$ cat config.mk
export PLATFORM = sky130hd
export DESIGN_NAME = nmr_alu
export DESIGN_NICKNAME = d
export VERILOG_FILES = /design/src/rtl/nmr_pkg.sv /design/src/rtl/nmr_alu_lane.sv /design/src/rtl/nmr_alu.sv
export SDC_FILE = /design/constraint.sdc
export NUM_CORES = 1
export LEC_CHECK = 0
export ABC_AREA = 1
export CAP_MARGIN = 20
export CORE_ASPECT_RATIO = 0.5
export CORE_MARGIN = 10
export CORE_UTILIZATION = 38
export CTS_BUF_LIST = sky130_fd_sc_hd__clkbuf_2 sky130_fd_sc_hd__clkbuf_4 sky130_fd_sc_hd__clkbuf_8
export DETAILED_ROUTE_END_ITERATION = 10
export GPL_TIMING_DRIVEN = 0
export SETUP_SLACK_MARGIN = 0.5
export SYNTH_ARGS = -nofsm -noshare
export SYNTH_HDL_FRONTEND = slang
export SYNTH_SLANG_ARGS = --single-unit
$ cat constraint.sdc
create_clock -name clk -period 9.3 [get_ports clk]
set_clock_uncertainty 0.1 [all_clocks]
set_input_delay 1.86 -clock clk [delete_from_list [all_inputs] [get_ports clk]]
set_output_delay 1.86 -clock clk [all_outputs]
set_load 0.1 [all_outputs]
$ cat src/rtl/nmr_pkg.sv
// Shared types and helpers for the N-modular-redundant ALU: status encoding,
// alucont operation codes and a small popcount used by the per-bit voter.
package nmr_pkg;

  typedef enum logic [1:0] {
    ST_OK       = 2'b00,
    ST_DEGRADED = 2'b01,
    ST_CRITICAL = 2'b10,
    ST_FAILED   = 2'b11
  } status_t;

  localparam logic [1:0] ALUCONT_AND = 2'b00;
  localparam logic [1:0] ALUCONT_OR  = 2'b01;
  localparam logic [1:0] ALUCONT_SUM = 2'b10;
  localparam logic [1:0] ALUCONT_SLT = 2'b11;

  // Widest supported replica set; vote counts therefore fit in 3 bits.
  localparam int MAX_REP = 7;

  function automatic logic [2:0] popcount(input logic [MAX_REP-1:0] v);
    logic [2:0] n;
    n = 3'd0;
    for (int k = 0; k < MAX_REP; k++) n = n + {2'b00, v[k]};
    return n;
  endfunction

endpackage

$ cat src/rtl/nmr_alu_lane.sv
// One combinational ALU replica: AND / OR / SUM / SLT with optional b inversion
// and carry-in (alucont[2]), used NREP times by nmr_alu.
module nmr_alu_lane
  import nmr_pkg::*;
#(
  parameter int WIDTH = 32
) (
  input  logic [WIDTH-1:0] a,
  input  logic [WIDTH-1:0] b,
  input  logic [2:0]       alucont,
  output logic [WIDTH-1:0] y
);

  logic [WIDTH-1:0] b_eff;
  logic [WIDTH-1:0] sum;

  assign b_eff = alucont[2] ? ~b : b;
  assign sum   = a + b_eff + {{(WIDTH-1){1'b0}}, alucont[2]};

  always_comb begin
    y = '0;
    case (alucont[1:0])
      ALUCONT_AND: y = a & b_eff;
      ALUCONT_OR:  y = a | b_eff;
      ALUCONT_SUM: y = sum;
      ALUCONT_SLT: y = {{(WIDTH-1){1'b0}}, sum[WIDTH-1]};
    endcase
  end

endmodule

$ cat src/rtl/nmr_alu.sv
// NREP-way redundant ALU with per-bit majority vote over surviving replicas,
// sticky fault masks, fault counter and monotonic degradation status.
// Optional replica fault injection is enabled by defining NMR_FAULT_INJECT_EN.
module nmr_alu
  import nmr_pkg::*;
#(
  parameter int WIDTH = 32,
  parameter int NREP  = 4,
  parameter int CNT_W = 8
) (
  input  logic                    clk,
  input  logic                    reset,
  input  logic                    valid_in,
  input  logic [WIDTH-1:0]        a,
  input  logic [WIDTH-1:0]        b,
  input  logic [2:0]              alucont,
`ifdef NMR_FAULT_INJECT_EN
  input  logic                    inj_en,
  input  logic [$clog2(NREP)-1:0] inj_rep,
  input  logic [WIDTH-1:0]        inj_mask,
`endif
  output logic                    valid_out,
  output logic [WIDTH-1:0]        result,
  output logic                    zero,
  output logic [1:0]              status,
  output logic [CNT_W-1:0]        fault_count,
  output logic [NREP-1:0]         rep_alive
);

  logic [WIDTH-1:0] lane_y    [NREP];
  logic [WIDTH-1:0] rep_y     [NREP];
  logic [WIDTH-1:0] mask_reg  [NREP];
  logic [WIDTH-1:0] mask_next [NREP];
  logic [WIDTH-1:0] clear     [NREP];
  logic [NREP-1:0]  alive_bits [WIDTH];
  logic [NREP-1:0]  ones_bits  [WIDTH];
  logic [NREP-1:0]  post_bits  [WIDTH];
  logic [WIDTH-1:0] voted, tie, post_low, post_two;
  logic [NREP-1:0]  rep_clear;

  logic             valid_out_reg;
  logic [WIDTH-1:0] result_reg;
  logic             zero_reg;
  logic [CNT_W-1:0] count_reg, count_next;
  status_t          state_reg, state_next, state_cand;
  logic             any_masked;

  genvar gi, gr;
  generate
    for (gr = 0; gr < NREP; gr++) begin : g_rep
      nmr_alu_lane #(.WIDTH(WIDTH)) u_lane (
        .a       (a),
        .b       (b),
        .alucont (alucont),
        .y       (lane_y[gr])
      );
`ifdef NMR_FAULT_INJECT_EN
      assign rep_y[gr] = lane_y[gr] ^ ((inj_en && int'(inj_rep) == gr) ? inj_mask : '0);
`else
      assign rep_y[gr] = lane_y[gr];
`endif
      assign mask_next[gr] = mask_reg[gr] & ~clear[gr];
      assign rep_clear[gr] = |clear[gr];
      assign rep_alive[gr] = &mask_reg[gr];
    end

    for (gi = 0; gi < WIDTH; gi++) begin : g_bit
      logic [2:0] alive_cnt, ones_cnt, post_cnt;
      for (gr = 0; gr < NREP; gr++) begin : g_tr
        assign alive_bits[gi][gr] = mask_reg[gr][gi];
        assign ones_bits[gi][gr]  = mask_reg[gr][gi] & rep_y[gr][gi];
        assign post_bits[gi][gr]  = mask_next[gr][gi];
        // Only decisive (non-tied) bits may blame a dissenting live replica.
        assign clear[gr][gi] = valid_in & ~tie[gi] & mask_reg[gr][gi] & (rep_y[gr][gi] ^ voted[gi]);
      end
      assign alive_cnt    = popcount(MAX_REP'(alive_bits[gi]));
      assign ones_cnt     = popcount(MAX_REP'(ones_bits[gi]));
      assign post_cnt     = popcount(MAX_REP'(post_bits[gi]));
      assign voted[gi]    = {ones_cnt, 1'b0} > {1'b0, alive_cnt};
      assign tie[gi]      = {ones_cnt, 1'b0} == {1'b0, alive_cnt};
      assign post_low[gi] = post_cnt <= 3'd1;
      assign post_two[gi] = post_cnt == 3'd2;
    end
  endgenerate

  always_comb begin
    any_masked = 1'b0;
    for (int r = 0; r < NREP; r++) begin
      if (mask_next[r] != '1) any_masked = 1'b1;
    end

    state_cand = ST_OK;
    if ((valid_in && |tie) || |post_low) state_cand = ST_FAILED;
    else if (|post_two)                  state_cand = ST_CRITICAL;
    else if (any_masked)                 state_cand = ST_DEGRADED;

    // Status only ever climbs; reset is the sole way back down.
    state_next = state_reg;
    if (state_cand > state_reg) state_next = state_cand;

    count_next = count_reg;
    if (|rep_clear && count_reg != '1) count_next = count_reg + CNT_W'(1);
  end

  always_ff @(posedge clk or posedge reset) begin
    if (reset) begin
      valid_out_reg <= 1'b0;
      result_reg    <= '0;
      zero_reg      <= 1'b0;
      count_reg     <= '0;
      state_reg     <= ST_OK;
      for (int r = 0; r < NREP; r++) mask_reg[r] <= '1;
    end else begin
      valid_out_reg <= valid_in;
      if (valid_in) begin
        result_reg <= voted;
        zero_reg   <= (voted == '0);
      end
      count_reg <= count_next;
      state_reg <= state_next;
      for (int r = 0; r < NREP; r++) mask_reg[r] <= mask_next[r];
    end
  end

  assign valid_out   = valid_out_reg;
  assign result      = result_reg;
  assign zero        = zero_reg;
  assign status      = state_reg;
  assign fault_count = count_reg;

endmodule
==> flow_metrics.py <==
metrics = {
    "setup_path": {
        "path_class": "in -> reg",
        "critPathMaxFanout": 5,
        "rr_startpoint": "alive_bits[116]$_DFF_PP1_",
        "cp.required_ps": 9630,
        "worstSetupStartpointType": "input pin",
        "critPathMaxStageDelay_ps": 530,
        "critPathArrivalTime_ps": 9090,
        "critPathCaptureType": "register",
        "setup.worst_path.start": "alucont[2]",
        "slowest_stage": "fa_1",
        "cp_common_cell": "buf_4",
    },
    "die": {
        "core_um2": 57300,
        "start_util_pct": 38.4,
        "io_pins": 118,
        "die_width_um": 360,
        "num_rows": 62,
        "dieArea_um2": 68500,
        "die_h_um": 190,
    },
    "finish": {
        "drive_above_1_share_pct": 30.7,
        "register_area_um2": 4460,
        "final_cell_area_um2": 29700,
        "multi_input_area_um2": 17800,
        "n_fill_cell": 5406,
        "final_nets": 3998,
        "fin_cells": 4262,
        "largest_reg_flops": 128,
        "syn_to_final_growth_pct": 35.2,
    },
    "sta": {
        "clock.fmax_ghz": 0.114,
        "min_period_ps": 8760,
        "worst_slack_ps": 542,
        "slew-limit-headroom_pct": 23.4,
        "timing.final.hold_violations": 0,
        "setup_viol": 0,
        "finalCritPeriodShare_pct": 94.2,
        "worst_pin_slew_ps": 1150,
        "setup_tns_ps": 0,
        "slew_violations": 0,
        "rsz0062_at_grt": "yes",
    },
    "synth": {
        "synthAdderAreaFrac_pct": 30.0,
        "netlist_area_um2": 22000,
        "async_flop_share_pct": 100,
        "synth_top_area_share_pct": 18.3,
        "yosysMostFrequentCell": "inv_1",
        "yosys.area_share.simple_pct": 30.6,
        "synth_xor_area_share_pct": 1.63,
        "synth_compound_area_share_pct": 3.59,
        "synth-main-ff-cell": "dfstp_2",
        "synth.area.mux_share_pct": 0,
        "netlist_top_cells_count": "770 x inv_1, 667 x nand2_1, 409 x nor2_1",
        "yosysWarnings": 0,
        "synth.ff_latch_count": 172,
        "synthTopCellsByArea": "ha_1 18%, dfstp_2 15%, inv_1 13%",
        "synth_top_family_by_area": "simple AND/OR/NAND/NOR gates",
        "synth-seq-area-share_pct": 20.3,
        "avgSynthCellArea_um2": 7.04,
        "synth-edff-count": 0,
        "synth_cell_types": 56,
        "synth_cells": 3127,
        "syn-num-nets": 3647,
        "synthDominantAreaCellType": "ha_1",
    },
    "route": {
        "antenna_left": 0,
        "dr.pass1.iters": 8,
        "via_count": 21706,
        "drtIter0Drc": 1909,
        "post-route-drc-count": 0,
        "drt-wirelength-per-cell_um": 19.5,
        "drt_wl_total_um": 83000,
        "avgViaCountPerCell": 5.09,
    },
    "cts": {
        "ctsHoldBuffers": 0,
        "h-tree-depth": 4,
        "clock_latency_ps": 530,
        "cts_sinks": 172,
        "cts_buffers": 17,
        "cts_buffer_depth": 2,
        "path_clk_slew_ps": 90,
        "cts_tree": "yes",
        "cts-root-buf": "clkbuf_8",
    },
    "placement": {
        "place_area_um2": 24200,
        "dp_cells": 4012,
        "gp_congestion": 0.959,
        "dp_hpwl_um": 65300,
        "dp_slack_ps": -1810,
        "io_buffers": 114,
    },
    "pwr": {
        "p_total_mw": 2.30,
        "ir_worst_vdd_uv": 83.6,
        "cellLeakagePower_nw": 16.1,
        "powerDensity_nw_per_um2": 77.5,
    },
    "global_route": {
        "grt_pass1_vias": 21285,
        "antenna_found_initial": 3,
        "grt_pass1_wl_um": 122000,
        "groute.usage.overall_pct": 23.0,
        "grt_max_degree": 94,
        "grt_overflow": 0,
    },
    "outcome": {
        "status": "completed",
    },
    "worst_hold_path": {
        "hp-start": "result[15]$_DFFE_PP0P_",
        "worst_hold_path_type": "reg -> reg",
    },
    "job": {
        "maxCapViolCount": 0,
    },
}
==> placed cells by master (no fill, tap or decap), types with 28 or more instances in the layout <==
master           count
nor2_1             304
nor2_4              36
inv_1              705
inv_2               67
dfstp_2            128
nand4_1             58
ha_2                45
clkdlybuf4s50_1     74
nand2_1            493
nand2_2            155
ha_1               244
nand3_1            111
fa_1               128
nand2_4             50
nor4_1              36
nand3_2             55
nor2_2              79
o21ai_0             52
buf_4              184
dfrtp_1             44
nor3_4              28
ha_4                32
==> where the power goes <==
part	total [mW]	leakage [nW]	switching, mW	internal, mW
logic	0.934	14.0	0.598	0.336
registers	0.778	1.91	0.0143	0.764
clock network	0.593	0.203	0.331	0.262
==> through the flow <==
| step | util, % | hold WS, ps |
|---|---|---|
| after CTS | 47.9 | 396 |
| after detailed placement | 42.2 | 374 |
| final | 51.9 | 391 |
| after global placement | 42.1 | 367 |
| after floorplan | - | 373 |
| after global routing | 51.9 | 415 |
==> kinds of logic (layout without fill, tap and decap cells) <==
family,count (synthesis),count (layout)
AO/OA/AOI/OAI,135,135
adder cells (fa/ha/maj),450,450
AND/OR/NAND/NOR,1524,1524
flip-flops,172,172
buffers and inverters,805,1169
other,0,3
XOR/XNOR,41,41
==> worst max-delay path, delay by kind of cell <==
kind,cells,cell delay (ps)
buf+inv,26,2740
simple gates,25,2440
fa+ha+maj,5,1630
compound gates,1,220
xor+xnor,1,140
==> per-layer routing <==
layer / share of wire [%] / GRT usage, %
met5: 0.016 / 0
met4: 3.0 / 6.72
met1: 43 / 30.1
met3: 7.7 / 5.47
met2: 46 / 37.8
==> area by class of cell <==
| type | count | area share (%) |
|---|---|---|
| Clock inverter | 10 | 0.391 |
| Sequential cell | 172 | 15.0 |
| Inverter | 777 | 9.87 |
| Buffer | 28 | 0.711 |
| Timing Repair Buffer | 332 | 10.0 |
| Multi-Input combinational cell | 2150 | 59.8 |
| Antenna cell | 3 | 0.0252 |
| Tap cell | 768 | 3.23 |
| Clock buffer | 22 | 0.955 |
==> repair_timing <==
item                       4_1_cts  5_1_grt
setup endpoints to repair        2       10
pin swaps                      154      202
resized for setup              416      457
setup buffers                  139       72
cloned                           2        2
==> path summary, 6_finish.rpt <==
check | to | slack (ps) | cells past startpoint
max in group asynchronous | alive_bits[52]$_DFF_PP1_ | 6460 | 3
min in group asynchronous | status[1]$_DFFE_PP0N_ | 1690 | 2
worst max-delay path | status[0]$_DFFE_PP0N_ | 540 | 58
worst min-delay path | result[15]$_DFFE_PP0P_ | 390 | 2
worst max register to register | status[0]$_DFFE_PP0N_ | 3010 | 27
worst min register to register | result[15]$_DFFE_PP0P_ | 390 | 2
No activity file was read; power rests on OpenSTA's default activity.
